$ cat config.mk
export PLATFORM = sky130hd
export DESIGN_NAME = ahblite_regbank_slave
export DESIGN_NICKNAME = d
export VERILOG_FILES = /design/src/rtl/ahblite_pkg.sv /design/src/rtl/ahblite_byte_strobe.sv /design/src/rtl/ahblite_regbank_slave.sv
export SDC_FILE = /design/constraint.sdc
export NUM_CORES = 1
export LEC_CHECK = 0
export CORE_ASPECT_RATIO = 0.5
export CORE_MARGIN = 1.5
export CORE_UTILIZATION = 48
export DETAILED_ROUTE_END_ITERATION = 7
export PLACE_DENSITY = 0.81
export SYNTH_ARGS = -nofsm -noshare
export SYNTH_HDL_FRONTEND = slang
export SYNTH_HIERARCHICAL = 1
export SYNTH_SLANG_ARGS = --single-unit
$ cat constraint.sdc
create_clock -name HCLK -period 2.4 [get_ports HCLK]
set_input_delay 0.24 -clock HCLK [delete_from_list [all_inputs] [get_ports HCLK]]
set_output_delay 0.24 -clock HCLK [all_outputs]
set_load 0.02 [all_outputs]
$ cat src/rtl/ahblite_pkg.sv
// Shared AHB-Lite encodings and the register-bank slave FSM state type.
package ahblite_pkg;

    localparam logic [1:0] HTRANS_IDLE   = 2'b00;
    localparam logic [1:0] HTRANS_BUSY   = 2'b01;
    localparam logic [1:0] HTRANS_NONSEQ = 2'b10;
    localparam logic [1:0] HTRANS_SEQ    = 2'b11;

    localparam logic [2:0] HSIZE_BYTE = 3'b000;
    localparam logic [2:0] HSIZE_HALF = 3'b001;
    localparam logic [2:0] HSIZE_WORD = 3'b010;

    localparam logic HRESP_OKAY  = 1'b0;
    localparam logic HRESP_ERROR = 1'b1;

    typedef enum logic [1:0] {
        ST_IDLE = 2'd0,
        ST_WAIT = 2'd1,
        ST_ERR1 = 2'd2,
        ST_ERR2 = 2'd3
    } state_e;

endpackage

$ cat src/rtl/ahblite_byte_strobe.sv
// Decodes HSIZE and HADDR[1:0] into little-endian byte-lane strobes and a misalignment flag.
module ahblite_byte_strobe
    import ahblite_pkg::*;
(
    input  logic [2:0] hsize,
    input  logic [1:0] addr_lo,
    output logic [3:0] strb,
    output logic       misalign
);

    always_comb begin
        strb     = 4'b0000;
        misalign = 1'b0;
        case (hsize)
            HSIZE_BYTE: strb = 4'b0001 << addr_lo;
            HSIZE_HALF: begin
                strb     = addr_lo[1] ? 4'b1100 : 4'b0011;
                misalign = addr_lo[0];
            end
            HSIZE_WORD: begin
                strb     = 4'b1111;
                misalign = (addr_lo != 2'b00);
            end
            default: ;
        endcase
    end

endmodule

$ cat src/rtl/ahblite_regbank_slave.sv
// AHB-Lite slave exposing NREG 32-bit registers with a two-cycle ERROR response.
// Wait states are inserted only when AHBLITE_REGBANK_WAIT_EN is defined.
module ahblite_regbank_slave
    import ahblite_pkg::*;
#(
    parameter int NREG        = 8,
    parameter int WAIT_CYCLES = 2
) (
    input  logic                 HCLK,
    input  logic                 HRESETn,
    input  logic                 HSEL,
    input  logic [31:0]          HADDR,
    input  logic [1:0]           HTRANS,
    input  logic [2:0]           HSIZE,
    input  logic                 HWRITE,
    input  logic [31:0]          HWDATA,
    input  logic                 HREADY,
    output logic                 HREADYOUT,
    output logic                 HRESP,
    output logic [31:0]          HRDATA,
    output logic [32*NREG-1:0]   REG_Q
);

    localparam int IDX_W = $clog2(NREG);

    state_e              state_q, state_d;
    logic                dphase_q, dphase_d;
    logic                write_q, write_d;
    logic [IDX_W-1:0]    idx_q, idx_d;
    logic [3:0]          strb_q, strb_d;
    logic [32*NREG-1:0]  regs_q, regs_d;

`ifdef AHBLITE_REGBANK_WAIT_EN
    logic [3:0]          cnt_q, cnt_d;
`else
    logic [3:0]          wait_cycles_unused;
    assign wait_cycles_unused = WAIT_CYCLES[3:0];
`endif

    logic       hreadyout;
    logic       hresp;
    logic       trans_active;
    logic       accept;
    logic       xfer_err;
    logic       dphase_done;
    logic [3:0] strb;
    logic       misalign;

    ahblite_byte_strobe u_strobe (
        .hsize    (HSIZE),
        .addr_lo  (HADDR[1:0]),
        .strb     (strb),
        .misalign (misalign)
    );

    always_comb begin
        hreadyout = 1'b1;
        hresp     = HRESP_OKAY;
        case (state_q)
            ST_WAIT: hreadyout = 1'b0;
            ST_ERR1: begin
                hreadyout = 1'b0;
                hresp     = HRESP_ERROR;
            end
            ST_ERR2: hresp = HRESP_ERROR;
            default: ;
        endcase

        case (HTRANS)
            HTRANS_NONSEQ, HTRANS_SEQ: trans_active = 1'b1;
            HTRANS_IDLE, HTRANS_BUSY:  trans_active = 1'b0;
            default:                   trans_active = 1'b0;
        endcase

        // Gating with our own ready keeps WAIT/ERR1 deaf even if the bus mux misbehaves.
        accept      = HSEL && trans_active && HREADY && hreadyout;
        xfer_err    = (HADDR[31:2] >= 30'(NREG)) || (HSIZE > HSIZE_WORD) || misalign;
        dphase_done = dphase_q && hreadyout;
    end

    always_comb begin
        state_d  = state_q;
        dphase_d = dphase_q && !hreadyout;
        write_d  = write_q;
        idx_d    = idx_q;
        strb_d   = strb_q;
`ifdef AHBLITE_REGBANK_WAIT_EN
        cnt_d    = cnt_q;
`endif

        case (state_q)
`ifdef AHBLITE_REGBANK_WAIT_EN
            ST_WAIT: begin
                cnt_d = cnt_q - 4'd1;
                if (cnt_q <= 4'd1) begin
                    state_d = ST_IDLE;
                end
            end
`endif
            ST_ERR1: state_d = ST_ERR2;
            default: state_d = ST_IDLE;
        endcase

        if (accept) begin
            if (xfer_err) begin
                state_d  = ST_ERR1;
                dphase_d = 1'b0;
            end else begin
                dphase_d = 1'b1;
                write_d  = HWRITE;
                idx_d    = HADDR[IDX_W+1:2];
                strb_d   = strb;
`ifdef AHBLITE_REGBANK_WAIT_EN
                if (WAIT_CYCLES > 0) begin
                    state_d = ST_WAIT;
                    cnt_d   = 4'(WAIT_CYCLES);
                end
`endif
            end
        end
    end

    // Writes land only on the completing cycle, so a reset during wait states drops them.
    always_comb begin
        regs_d = regs_q;
        if (dphase_done && write_q) begin
            for (int k = 0; k < NREG; k++) begin
                for (int b = 0; b < 4; b++) begin
                    if ((idx_q == IDX_W'(k)) && strb_q[b]) begin
                        regs_d[32*k + 8*b +: 8] = HWDATA[8*b +: 8];
                    end
                end
            end
        end
    end

    always_ff @(posedge HCLK or negedge HRESETn) begin
        if (!HRESETn) begin
            state_q  <= ST_IDLE;
            dphase_q <= 1'b0;
            write_q  <= 1'b0;
            idx_q    <= '0;
            strb_q   <= '0;
            regs_q   <= '0;
`ifdef AHBLITE_REGBANK_WAIT_EN
            cnt_q    <= '0;
`endif
        end else begin
            state_q  <= state_d;
            dphase_q <= dphase_d;
            write_q  <= write_d;
            idx_q    <= idx_d;
            strb_q   <= strb_d;
            regs_q   <= regs_d;
`ifdef AHBLITE_REGBANK_WAIT_EN
            cnt_q    <= cnt_d;
`endif
        end
    end

    assign HREADYOUT = hreadyout;
    assign HRESP     = hresp;
    assign HRDATA    = (dphase_done && !write_q) ? regs_q[{idx_q, 5'd0} +: 32] : 32'd0;
    assign REG_Q     = regs_q;

endmodule

==> results.py <==
metrics = {
    "clock_network": {
        "clock_latency_ps": 530,
        "numClockSinks": 267,
        "htreeDepth": 1,
        "path_clk_slew_ps": 70,
        "cts_buffers": 24,
        "cts-root-buf": "clkbuf_16",
        "cts_tree": "yes",
        "clockBufferDepth": 3,
    },
    "routing": {
        "wl_mm": 37.6,
        "dr.first_iter.drc_count": 508,
        "drcViolationCount": 0,
        "wl_per_cell_um": 24.5,
        "viasPerCell": 5.60,
        "num_vias": 8592,
        "ant_nets": 0,
        "drt-pass1-iter-count": 4,
    },
    "sta": {
        "setup_violations": 26,
        "min_period_ps": 2490,
        "finalWorstSetupSlack_ps": -94.7,
        "holdWs_ps": 246,
        "clock.fmax_mhz": 401,
        "fin_crit_sh_pct": 104,
        "worst_pin_slew_ps": 529,
        "tns_ps": -1000,
        "slew_headroom_pct": 64.8,
        "final.setup_skew_ps": 14.2,
        "rsz0062_at_grt": "yes",
        "slew_violations": 0,
        "hold_viol": 0,
    },
    "synthesis": {
        "synth-xor-area-share_pct": 0,
        "synth_top_area_cell": "dfrtp_1",
        "synthArstFlopShare_pct": 100,
        "synth_cells": 769,
        "synth_fa_ha_area_share_pct": 0.199,
        "ys_top_cells_by_count": "dfrtp_1 (267), mux2_2 (245), mux4_2 (64), nor2_1 (37), mux2i_1 (32)",
        "synth_top_family_by_area": "multiplexers",
        "synth.avg_cell_area_um2": 16.4,
        "synthMuxAreaShare_pct": 37.6,
        "yosysMostFrequentCell": "dfrtp_1",
        "synth_compound_gate_area_share_pct": 0.586,
        "synthDistinctLibCells": 37,
        "yosysSeqAreaShare_pct": 53.1,
        "synthesis.nets": 845,
        "synth-simple-area-share_pct": 7.19,
        "ys_ff_latch": 267,
        "synthFlopType": "dfrtp_1",
        "ys_warn_count": 6,
        "synth.area.top_cells": "dfrtp_1 (53%), mux2_2 (22%), mux4_2 (11%)",
        "syn_area_um2": 12600,
        "synth_top_area_share_pct": 53.1,
        "synth_edf_count": 0,
    },
    "setup_path": {
        "crit-reg2reg-capture": "REG_Q[10]",
        "worstPathCellList": "buf_8, buf_8, buf_4, mux4_2, mux2i_1, nor2_1, buf_4",
        "r2r_slack_ps": 50,
        "crit_type": "register to output pin",
        "reg2reg_from": "idx_q[0]",
        "worst_ep_arrival_time_ps": 2250,
        "reg2regPathDepth": 7,
        "critPathBufInv": 4,
        "cp-start-kind": "register",
        "path_depth": 7,
        "critPathRequiredTime_ps": 2160,
        "critPathSlowestCell": "dfrtp_4",
        "cp_max_fo": 6,
        "slowest_delay_ps": 520,
        "critical-path-top-delay-family": "buffers and inverters",
        "crit_path_end_kind": "output pin",
    },
    "global_route": {
        "overflow": 0,
        "first_global_vias": 9234,
        "grt_max_degree": 77,
        "grt_pass1_wl_mm": 57.7,
        "antenna_found_initial": 0,
        "grtUsageTotal_pct": 27.6,
    },
    "pwr": {
        "vdd_drop_max_v": 0.000491,
        "p_leak_nw": 8.26,
        "power.total_mw": 9.06,
        "power_density_nw_per_um2": 506,
    },
    "floorplan": {
        "die_height_um": 118,
        "start_util_pct": 49.4,
        "rows": 41,
        "die_w_um": 232,
        "coreArea_um2": 25500,
        "io-pin-count": 364,
        "die_area_um2": 27300,
    },
    "placement": {
        "gp_congestion": 0.844,
        "dpl_cell_area_um2": 16900,
        "dp.final_hpwl_mm": 26.0,
        "port_buffers": 362,
    },
    "final_layout": {
        "drive_gt1_share_pct": 39.5,
        "syn2layout_area_growth_pct": 42.3,
        "stdcell_area_um2": 17900,
        "seqCellArea_um2": 6690,
        "final_nets": 1250,
        "n_antenna_cell": 0,
        "multi_input_area_um2": 5740,
        "fill_cells": 1694,
        "final_util_pct": 70.3,
    },
    "run": {
        "maxCapViolCount": 0,
    },
    "status": {
        "violations": "setup timing",
        "status": "finished with violations",
    },
    "min_path": {
        "hold_class": "input port to asynchronous set/reset pin",
    },
}
[worst max path at each step]
stage | slack [ps] | endpoint | startpoint
4_1_cts | -120 | HRDATA[19] | idx_q[0]
3_5_place_dp | 50 | HRDATA[18] | idx_q[0]
5_1_grt | -150 | HRDATA[29] | idx_q[0]
6_report | -90 | HRDATA[24] | idx_q[0]
2_1_floorplan | 340 | REG_Q[16] | state_q[1]
3_3_place_gp | 70 | HRDATA[22] | idx_q[0]
[power by group]
group	leakage, nW	switching [mW]	total (mW)	internal [mW]
Combinational	4.13	0.245	0.441	0.196
Sequential	3.72	0.00967	4.52	4.51
Clock	0.409	1.71	4.10	2.39
[routing by layer]
| layer | up-vias | GRT usage [%] | wire length [µm] |
|---|---|---|---|
| met3 | 61 | 4.05 | 1530 |
| li1 | 3699 | - | - |
| met5 | - | 0 | 0 |
| met1 | 4600 | 37.4 | 15700 |
| met2 | 232 | 46.4 | 19300 |
| met4 | 0 | 8.04 | 1020 |
[cell type report]
class / instances / area share [%]
Clock buffer: 35 / 3.98
Clock inverter: 8 / 0.677
Inverter: 4 / 0.0838
Multi-Input combinational cell: 471 / 32.0
Sequential cell: 267 / 37.3
Tap cell: 344 / 2.40
Timing Repair Buffer: 406 / 23.5
[cell families (layout without fill, tap and decap cells)]
logic type      after synthesis  in the layout
compound gates               12             12
fa+ha+maj                     2              2
buf+inv                      31            453
flops                       267            267
mux                         360            360
simple gates                 97             97
[placed cells by master, fill, tap and decap left out, types with 5 or more instances in the layout]
cell             count
nor4_1               6
clkbuf_8             5
dfrtp_1            264
mux2_1              19
clkdlybuf4s50_1    329
nor2_4              19
buf_4               28
mux4_2              64
mux2i_1             32
nor2_1              37
clkbuf_1             5
clkbuf_16           27
mux2_2             245
nor2_8              13
buf_12              22
buf_2               18
[sequential cells by signal (all words and copies together) (netlist names)]
name / count
write_q: 1
dphase_q: 1
strb_q: 4
REG_Q: 256
idx_q: 3
state_q: 2
[stage by stage]
step           instances  worst slack (ps)
2_1_floorplan        769               338
3_3_place_gp        1472              65.3
3_5_place_dp        1472              47.9
4_1_cts             1529              -116
5_1_grt             1535              -155
6_report            1535             -94.7
[timing repair]
action / 4_1_cts / 5_1_grt
resized for setup: 150 / 8
hold buffers: 1 / 0
cloned: 4 / 2
pin swaps: 2 / 8
setup buffers: 9 / 7
setup endpoints to repair: 32 / 56
endpoints found under the hold margin: 62 / 0
(Power assumes the default switching activity.)
